`config.mk`:
```
export PLATFORM = sky130hd
export DESIGN_NAME = serial_addsub
export DESIGN_NICKNAME = d
export VERILOG_FILES = /design/src/rtl/alu_pkg.sv /design/src/rtl/single_bit.sv /design/src/rtl/serial_addsub.sv
export SDC_FILE = /design/constraint.sdc
export NUM_CORES = 1
export LEC_CHECK = 0
export CAP_MARGIN = 20
export CORE_MARGIN = 1.5
export CORE_UTILIZATION = 53
export CTS_CLUSTER_DIAMETER = 100
export CTS_CLUSTER_SIZE = 16
export DETAILED_ROUTE_END_ITERATION = 7
export PLACE_DENSITY = 0.92
export SLEW_MARGIN = 20
export SYNTH_ARGS = -nofsm -noshare
export SYNTH_HDL_FRONTEND = slang
export SYNTH_SLANG_ARGS = --single-unit
```
`constraint.sdc`:
```
create_clock -name clk -period 2.6 [get_ports clk]
set_clock_uncertainty 0.15 [all_clocks]
set_input_delay 0.52 -clock clk [delete_from_list [all_inputs] [get_ports clk]]
set_output_delay 0.52 -clock clk [all_outputs]
set_load 0.01 [all_outputs]
```
`src/rtl/alu_pkg.sv`:
```
// Shared definitions for the lab MIPS ALU blocks.
//   state_t    : control state encoding of the bit-serial add/sub unit
//   OP_ADD/SUB : operation select encoding
//   DEF_WIDTH  : default datapath width
package alu_pkg;

  localparam int DEF_WIDTH = 32;

  typedef enum logic [1:0] {
    S_IDLE = 2'd0,
    S_RUN  = 2'd1,
    S_FIN  = 2'd2
  } state_t;

  localparam logic OP_ADD = 1'b0;
  localparam logic OP_SUB = 1'b1;

endpackage

```
`src/rtl/single_bit.sv`:
```
// One-bit add/subtract cell (purely combinational).
//   a, b : operand bits
//   cin  : carry in
//   op   : 0 = add, 1 = subtract (b is inverted; the +1 enters through cin)
//   sum  : sum bit
//   cout : carry out
module single_bit (
  input  logic a,
  input  logic b,
  input  logic cin,
  input  logic op,
  output logic sum,
  output logic cout
);

  logic b_eff;

  assign b_eff = b ^ op;
  assign sum   = a ^ b_eff ^ cin;
  assign cout  = (a & b_eff) | (a & cin) | (b_eff & cin);

endmodule

```
`src/rtl/serial_addsub.sv`:
```
// Bit-serial two's-complement adder/subtractor. One single_bit cell is
// reused for WIDTH cycles, LSB first, with a carry flop between bits.
//   clk, rstn : clock, asynchronous active-low reset
//   start     : request, sampled only while idle
//   a, b, op  : operands and operation (0 add, 1 subtract), latched on start
//   busy      : operation in progress
//   done      : one-cycle completion pulse
//   result    : sum/difference, held until the next completion
//   cout      : carry out of the MSB (subtract: 1 = no borrow)
//   overflow  : signed overflow
module serial_addsub
  import alu_pkg::*;
#(
  parameter int WIDTH = DEF_WIDTH,
  parameter int CNT_W = 5
) (
  input  logic             clk,
  input  logic             rstn,
  input  logic             start,
  input  logic [WIDTH-1:0] a,
  input  logic [WIDTH-1:0] b,
  input  logic             op,
  output logic             busy,
  output logic             done,
  output logic [WIDTH-1:0] result,
  output logic             cout,
  output logic             overflow
);

  localparam logic [CNT_W-1:0] CNT_LAST   = CNT_W'(WIDTH - 1);
  localparam logic [CNT_W-1:0] CNT_PENULT = CNT_W'(WIDTH - 2);

  state_t           state;
  logic [WIDTH-1:0] sh_a;
  logic [WIDTH-1:0] sh_b;
  logic             op_r;
  logic             carry;
  logic             msb_cin;
  logic [CNT_W-1:0] cnt;
  // Holds the WIDTH-1 sum bits produced so far; the last bit is appended
  // directly when the result is captured.
  logic [WIDTH-2:0] acc;
  logic [WIDTH-1:0] acc_ext;
  logic             cell_sum;
  logic             cell_cout;

  single_bit u_cell (
    .a    (sh_a[0]),
    .b    (sh_b[0]),
    .cin  (carry),
    .op   (op_r),
    .sum  (cell_sum),
    .cout (cell_cout)
  );

  // New sum bit enters at the top; after the final bit this is the full result.
  assign acc_ext = {cell_sum, acc};

  always_ff @(posedge clk or negedge rstn) begin
    if (!rstn) begin
      state    <= S_IDLE;
      sh_a     <= '0;
      sh_b     <= '0;
      op_r     <= 1'b0;
      carry    <= 1'b0;
      msb_cin  <= 1'b0;
      cnt      <= '0;
      acc      <= '0;
      busy     <= 1'b0;
      done     <= 1'b0;
      result   <= '0;
      cout     <= 1'b0;
      overflow <= 1'b0;
    end else begin
      done <= 1'b0;
      case (state)
        // Accept: latch operands; subtract seeds the carry with the +1.
        S_IDLE: begin
          if (start) begin
            sh_a  <= a;
            sh_b  <= b;
            op_r  <= op;
            carry <= (op == OP_SUB);
            cnt   <= '0;
            busy  <= 1'b1;
            state <= S_RUN;
          end
        end
        // One bit per cycle, LSB first.
        S_RUN: begin
          acc   <= acc_ext[WIDTH-1:1];
          sh_a  <= sh_a >> 1;
          sh_b  <= sh_b >> 1;
          carry <= cell_cout;
          cnt   <= cnt + 1'b1;
          // Carry out of bit WIDTH-2 is the carry into the MSB.
          if (cnt == CNT_PENULT) begin
            msb_cin <= cell_cout;
          end
          if (cnt == CNT_LAST) begin
            result   <= acc_ext;
            cout     <= cell_cout;
            overflow <= msb_cin ^ cell_cout;
            done     <= 1'b1;
            busy     <= 1'b0;
            state    <= S_FIN;
          end
        end
        // Completion cycle; start is ignored here.
        S_FIN: begin
          state <= S_IDLE;
        end
        default: begin
          state <= S_IDLE;
        end
      endcase
    end
  end

endmodule
```
==> Word-level counts from Yosys, hierarchy flattened <==
Index checks and enable logic that the tools add are counted.
{ "totals": {"wordCells": 52, "register_bits": 141} }
{ "op_classes": {"n_mux": 16, "eq_ne": 5, "reduce_logical": 8, "bitwise_logic": 9, "add_sub_neg": 1} }
{ "op_table": {"columns": ["operator", "count"], "rows": [
  ["32-bit case mux with 2 select lines", 2],
  ["32-bit 2-to-1 mux", 2],
  ["5-bit equality test (second input constant)", 2],
  ["5-bit case mux with 2 select lines", 1],
  ["2-bit AND reduction", 5],
  ["5-bit by 1-bit adder with 5-bit output (second input constant)", 1],
  ["1-bit 2-to-1 mux", 5],
  ["5-bit 2-to-1 mux", 1],
  ["2-bit 2-to-1 mux", 2],
  ["2-bit != test (second input constant)", 2],
  ["1-bit case mux with 2 select lines", 2],
  ["2-bit case mux with 2 select lines", 1],
  ["1-bit bitwise XOR", 4],
  ["1-bit AND", 3],
  ["3-bit AND reduction", 1],
  ["2-bit by 1-bit equality test with 1-bit output (second input constant)", 1],
  ["2-bit logical NOT", 1],
  ["1-bit OR", 2],
  ["2-bit nonzero test", 1]
]} }

==> Logic depth before layout (Yosys ltp) <==
Gate-level depths: netlist (run 1).
{ "depth": {"word_depth": 5, "ltp_mapped": 8, "ltp_nobuf": 6} }

==> Modules after synthesis <==
A second synthesis (run 1) with hierarchy kept.
{ "hier_totals": {"hier_cells": 564, "area_unflattened_um2": 6063.3} }
{ "by_module_without_submodules": {"columns": ["module", "cells_per_inst", "seq_area_each_um2", "area_per_inst_um2", "n_inst"], "rows": [
  ["serial_addsub", 558, 3528.4, 6019.5, 1],
  ["single_bit", 6, 0.0, 43.8, 1]
]} }

==> Worst setup path before layout (run 1) <==
No wires, ideal clock.
{ "synth_path": {"kind": "register -> register", "start": "reg cnt[0]", "end": "reg result[27]", "arrival_time_ns": 1.631, "setup_slack_ns": 0.694, "period_less_slack_ns": 1.906, "required_ns": 2.325, "stages_incl_launch_ff": 8, "path_cell_list": "dfrtp_1 ha_1 and3_1 ha_1 nand3b_4 buf_6 buf_6 mux2_4"} }
{ "synth_via": {"elab_chain_cells": 2} }
{ "synth_lines": {"columns": ["item", "line", "rtl"], "rows": [
  ["start: declaration", "serial_addsub.sv:39", "logic [CNT_W-1:0] cnt;"],
  ["start signal: assignment", "serial_addsub.sv:95", "cnt <= cnt + 1'b1;"],
  ["5-bit equality test", "serial_addsub.sv:100", "if (cnt == CNT_LAST) begin"],
  ["2-bit AND reduction (no line)", null, null],
  ["end signal: assignment", "serial_addsub.sv:101", "result <= acc_ext;"],
  ["end: declaration", "serial_addsub.sv:25", "output logic [WIDTH-1:0] result,"]
]} }
No other way between the ends.
A chain may end at the register's enable or synchronous reset.

==> Worst setup path after layout (run 1) <==
{ "layout_path": {"start": "reg cnt[0]", "end": "reg result[20]"} }
Same word-level chain as after synthesis.

==> impl_metrics.toml, run 1 <==
[synth]
yosysSeqAreaShare_pct = 58.5
ys.flop_type = "dfrtp_1"
synth_cell_types = 32
synth.top_cell.area_share_pct = 58.5
ys_ff_latch = 141
ys_async_sr_fraction_pct = 100
netlist_top_cells_area = "dfrtp_1 58%, nand2_1 9.1%, a22oi_1 7.7%, mux2_2 5.6%, o21ai_0 4.6%"
synthCells = 561
syn_area_sq_mm = 0.00603
yosys_warnings = 0
syn-num-nets = 633
post-synth-top-area-cell = "dfrtp_1"
postSynthAreaPerCell_sq_um = 10.8
synth_edf_count = 0

[min_path]
hp-start = "sh_b[14]"
min_to = "sh_b[14]"
min_path_type = "reg2reg"
hold-path-cell-count = 2

[clock_network]
postCtsSetupBuffers = 0
cts-root-buf = "clkbuf_16"
cts_hold_buf = 1
path_clk_slew_ps = 60
clockBufferDepth = 2
tritoncts = "done"
cts_made_buffers = 17
htreeDepth = 4
cts_resized = 0
cts.sinks = 141
clock_latency_ps = 410

[placement]
pre_cts_ws_ps = 340
numPortBuffers = 103
post-place-cells = 773
gp_congestion = 0.790
hpwl_mm = 8.77

[timing]
slew-limit-headroom_pct = 51.7
post-route-min-period_ps = 2200
setup_tns_ps = 0
slew_violations = 0
timing.final.crit_share_pct = 84.5
max_freq_mhz = 455
setup_slack_ps = 402
hold_viol = 0
worstMarginPinSlew_ps = 725
rsz0062_at_grt = "false"
finalSetupViolCount = 0

[setup_path]
max_stage_delay_ps = 430
worstReg2RegEnd = "result[20]"
reg2reg_depth = 5
critPathCaptureType = "flop"
worstSetupStartpoint = "cnt[0]"
worstPathMaxFanout = 39
crit_family = "simple AND/OR/NAND/NOR gates"
cp_data_required_time_ps = 2740
arrival_ps = 2340
cpMaxStageDelayCell = "nand3b_4"
timing.rr.start = "cnt[0]"
path_class = "reg2reg"
crit_chain = "ha_1 -> and3_1 -> ha_1 -> nand3b_4 -> mux2_2"
cp-start-kind = "flop"
timing.critical_path.buf_inv = 0
crit_path_frequent_cell = "ha_1"
rrSetupSlack_ps = 400

[finish]
final_common_cell = "nand2_1"
seq_area_sq_mm = 0.00353
area_delta_synth_final_pct = 27.2
final_nets = 725
num_antenna_cells = 0
multiInputGateArea_sq_mm = 0.00219
drive_gt1_share_pct = 12.3
final_cell_mix = "146 x nand2_1, 139 x dfrtp_1, 102 x clkdlybuf4s50_1"
fillers = 755
final_cells = 806

[power]
p_leak_nw = 3.50
irDropWorstVdd_uv = 851
power_per_cell_area_mw_per_mm2 = 1110

[global_route]
grt_first_pass_wirelength_mm = 22.3
overflow = 0
top_usage_layer = "met2"
grt_max_degree = 58
grt_util_met2_pct = 40.7
grt_pass1_vias = 4653
grt_use_met3_pct = 7.23
antenna_found_initial = 0
grt.total_usage_pct = 24.3
use_met1_pct = 30.1

[job]
cap_viol_max_count = 0

[detailed_routing]
vias = 4630
vias_per_cell = 5.74
wirelength_mm = 13.4
first_pass_iters = 5
drt_iter0_markers = 329
drtAntennaViolNets = 0
remaining_drc_errors = 0
wl_per_cell_um = 16.6

[floorplan]
core_region_area_sq_mm = 0.0110
rows = 38
initial_core_util_pct = 54.9
ios = 104
fp.dieW_um = 110
die_h_um = 110
die-area_sq_mm = 0.0120

[outcome]
outcome = "complete, no violations"
[layout make-up]
type                       count  share of cell area, %
clock buffer                  20                   5.95
clock inverter                12                   1.56
inverter                       6                  0.293
multi-input combinational    371                   28.5
sequential                   141                   46.0
tap                          140                   2.28
timing repair buffer         116                   15.4
[through the flow]
step	total power [W]	cell area, sq um	hold WS [ps]	utilization (%)
after floorplan	0.00526	6030	74.4	-
after global placement	0.00593	7090	305	64.6
after detailed placement	0.00617	7090	321	64.6
after CTS	0.00857	7680	333	69.9
after global routing	0.00907	7680	363	69.9
final	0.00852	7680	335	69.9
[layer usage]
layer  vias up  part of all wire [%]  wire length [um]
met5         -                     0                 0
met1      2314                    42              5570
li1       2121                     -                 -
met4         0                   1.9               261
met2       172                    50              6730
met3        23                   6.2               832
[synthesized netlist by cell type, types with 5 or more instances]
cell	number
o21ai_1	17
and2b_1	5
buf_6	14
nand2_1	146
buf_2	15
o21ai_0	56
dfrtp_1	141
buf_4	5
clkbuf_1	9
mux2_2	30
a22oi_1	62
inv_1	6
nor2b_1	11
a21oi_1	15
[sequential cells by signal (all words and copies together) (netlist names), 2 cells and up]
signal  cells
sh_b       32
cnt         5
acc        31
state       2
sh_a       32
result     32
[worst min-delay path, stage by stage (launching register included)]
cell and delay (ps):
dfrtp_1 350, nand2_1 50, o21ai_0 60
[report_power, final]
part	total (W)	internal, W	switching, W
Combinational	0.00254	0.00121	0.00133
Sequential	0.00364	0.00302	0.000618
Clock	0.00235	0.00145	0.000895
Total	0.00852	0.00568	0.00284
[how the worst max path moves through the flow]
stage	slack, ps	cells past startpoint	end
3_5_place_dp	340	5	sh_a[8]
4_1_cts	400	5	result[22]
6_report	400	5	result[20]
2_1_floorplan	690	7	result[27]
5_1_grt	310	5	result[27]
3_3_place_gp	460	4	op_r
[logic make-up (layout without fill, tap and decap cells)]
group	Yosys count	after routing	share of synthesized area, %
fa+ha+maj	4	4	0.954
buf+inv	49	154	5.41
simple gates	173	173	12.3
compound gates	159	159	16.3
mux	33	33	6.26
flops	141	141	58.5
xor+xnor	2	2	0.290
No activity file was read; power rests on OpenSTA's default activity.
==> run 2: changes to the inputs <==
==> constraint.sdc (replaced) <==
create_clock -name clk -period 2.25 [get_ports clk]
set_clock_uncertainty 0.15 [all_clocks]
set_input_delay 0.45 -clock clk [delete_from_list [all_inputs] [get_ports clk]]
set_output_delay 0.45 -clock clk [all_outputs]
set_load 0.01 [all_outputs]
==> impl_metrics.toml, run 2 (synthesis results as in run 1) <==
[outcome]
outcome = "complete, no violations"

[timing]
finalSetupViolCount = 0
slew-limit-headroom_pct = 67.6
setup_slack_ps = 207
max_freq_mhz = 489
timing.final.crit_share_pct = 90.8
slew_violations = 0
rsz0062_at_grt = "false"
setup_tns_ps = 0
post-route-min-period_ps = 2040
worstMarginPinSlew_ps = 487
hold_viol = 0

[detailed_routing]
vias_per_cell = 5.82
first_pass_iters = 6
drtAntennaViolNets = 0
remaining_drc_errors = 0
vias = 4728
drt_iter0_markers = 302
wirelength_mm = 13.7
wl_per_cell_um = 16.8

[global_route]
overflow = 0
grt_pass1_vias = 4659
antenna_found_initial = 0
grt_max_degree = 53
grt_first_pass_wirelength_mm = 22.7
grt.total_usage_pct = 24.6

[placement]
pre_cts_ws_ps = 236
dpl-instance-area_sq_mm = 0.00714
gp_congestion = 0.780
numPortBuffers = 103
hpwl_mm = 8.96

[setup_path]
critPathCaptureType = "flop"
arrival_ps = 2180
cp_data_required_time_ps = 2390
path_class = "reg2reg"
worstPathMaxFanout = 39
cp-start-kind = "flop"

[clock_network]
cts.sinks = 141
postCtsSetupBuffers = 0
cts_made_buffers = 17
path_clk_slew_ps = 60
cts-root-buf = "clkbuf_16"
clock_latency_ps = 410
htreeDepth = 4
tritoncts = "done"
clockBufferDepth = 2

[finish]
design_area_sq_mm = 0.00778
area_delta_synth_final_pct = 28.9
final_nets = 732
num_antenna_cells = 0
seq_area_sq_mm = 0.00353
final_cell_mix = "146 x nand2_1, 139 x dfrtp_1, 102 x clkdlybuf4s50_1"
drive_gt1_share_pct = 13.4
reg_top3 = "result: 32 flops, sh_a: 32 flops, sh_b: 32 flops"
fillers = 713
multiInputGateArea_sq_mm = 0.00219
final_common_cell = "nand2_1"

[job]
cap_viol_max_count = 0

[power]
p_leak_nw = 3.55
power_per_cell_area_mw_per_mm2 = 1300
irDropWorstVdd_uv = 777

[floorplan]
initial_core_util_pct = 54.9
core_region_area_sq_mm = 0.0110
ios = 104
die-area_sq_mm = 0.0120
fp.dieW_um = 110
die_h_um = 110
rows = 38

[min_path]
min_path_type = "reg2reg"
==> run 2: final timing paths <==
| kind | from | endpoint | slack (ps) | cells past startpoint |
|---|---|---|---|---|
| setup reg to reg | cnt[0] | result[7] | 210 | 6 |
| hold / removal | sh_b[2] | sh_b[2] | 330 | 2 |
| max in group asynchronous | rstn | sh_a[13] | 910 | 3 |
| hold reg to reg | sh_b[2] | sh_b[2] | 330 | 2 |
| setup / recovery | cnt[0] | result[7] | 210 | 6 |
| min in group asynchronous | rstn | acc[8] | 390 | 2 |
==> run 2: timing repair <==
action	in CTS	in global routing
hold endpoints to repair	48	0
hold buffers	1	0
gates resized for setup	0	0
setup endpoints to repair	0	0
==> run 2: per-layer routing <==
metal / track usage [%] / part of all wire (%) / vias to the layer above
met1: 30.4 / 40 / 2353
li1: - / - / 2141
met4: 8.63 / 2.2 / 0
met3: 5.51 / 5.9 / 26
met5: 0 / 0 / -
met2: 42.6 / 52 / 208
==> run 2: where the power goes <==
part	internal, W	switching (W)
Clock	0.00180	0.00110
Combinational	0.00142	0.00156
Sequential	0.00349	0.000733
==> run 2: worst max-delay path, cell delays in order (launching register included) <==
cell and delay, ps:
dfrtp_1 410, ha_1 240, and3_1 190, ha_1 220
nand3b_4 90, buf_12 220, mux2_2 380
==> run 2: stage by stage <==
stage          util (%)  hold WS [ps]  instances  total power, W
5_1_grt            70.8           365        813          0.0107
3_5_place_dp       65.0           271        780         0.00718
6_report           70.8           334        813          0.0101
3_3_place_gp       65.0           268        780         0.00687
2_1_floorplan         -          4.41        561         0.00608
4_1_cts            70.8           335        813          0.0101
==> run 2: final cells by class <==
| class | count | area share, % |
|---|---|---|
| clock inverters | 14 | 2.35 |
| clock buffers | 18 | 5.65 |
| repair buffers | 123 | 15.9 |
| inverters | 6 | 0.290 |
| flip-flops and latches | 141 | 45.4 |
| multi-input cells | 371 | 28.2 |
| well taps | 140 | 2.25 |
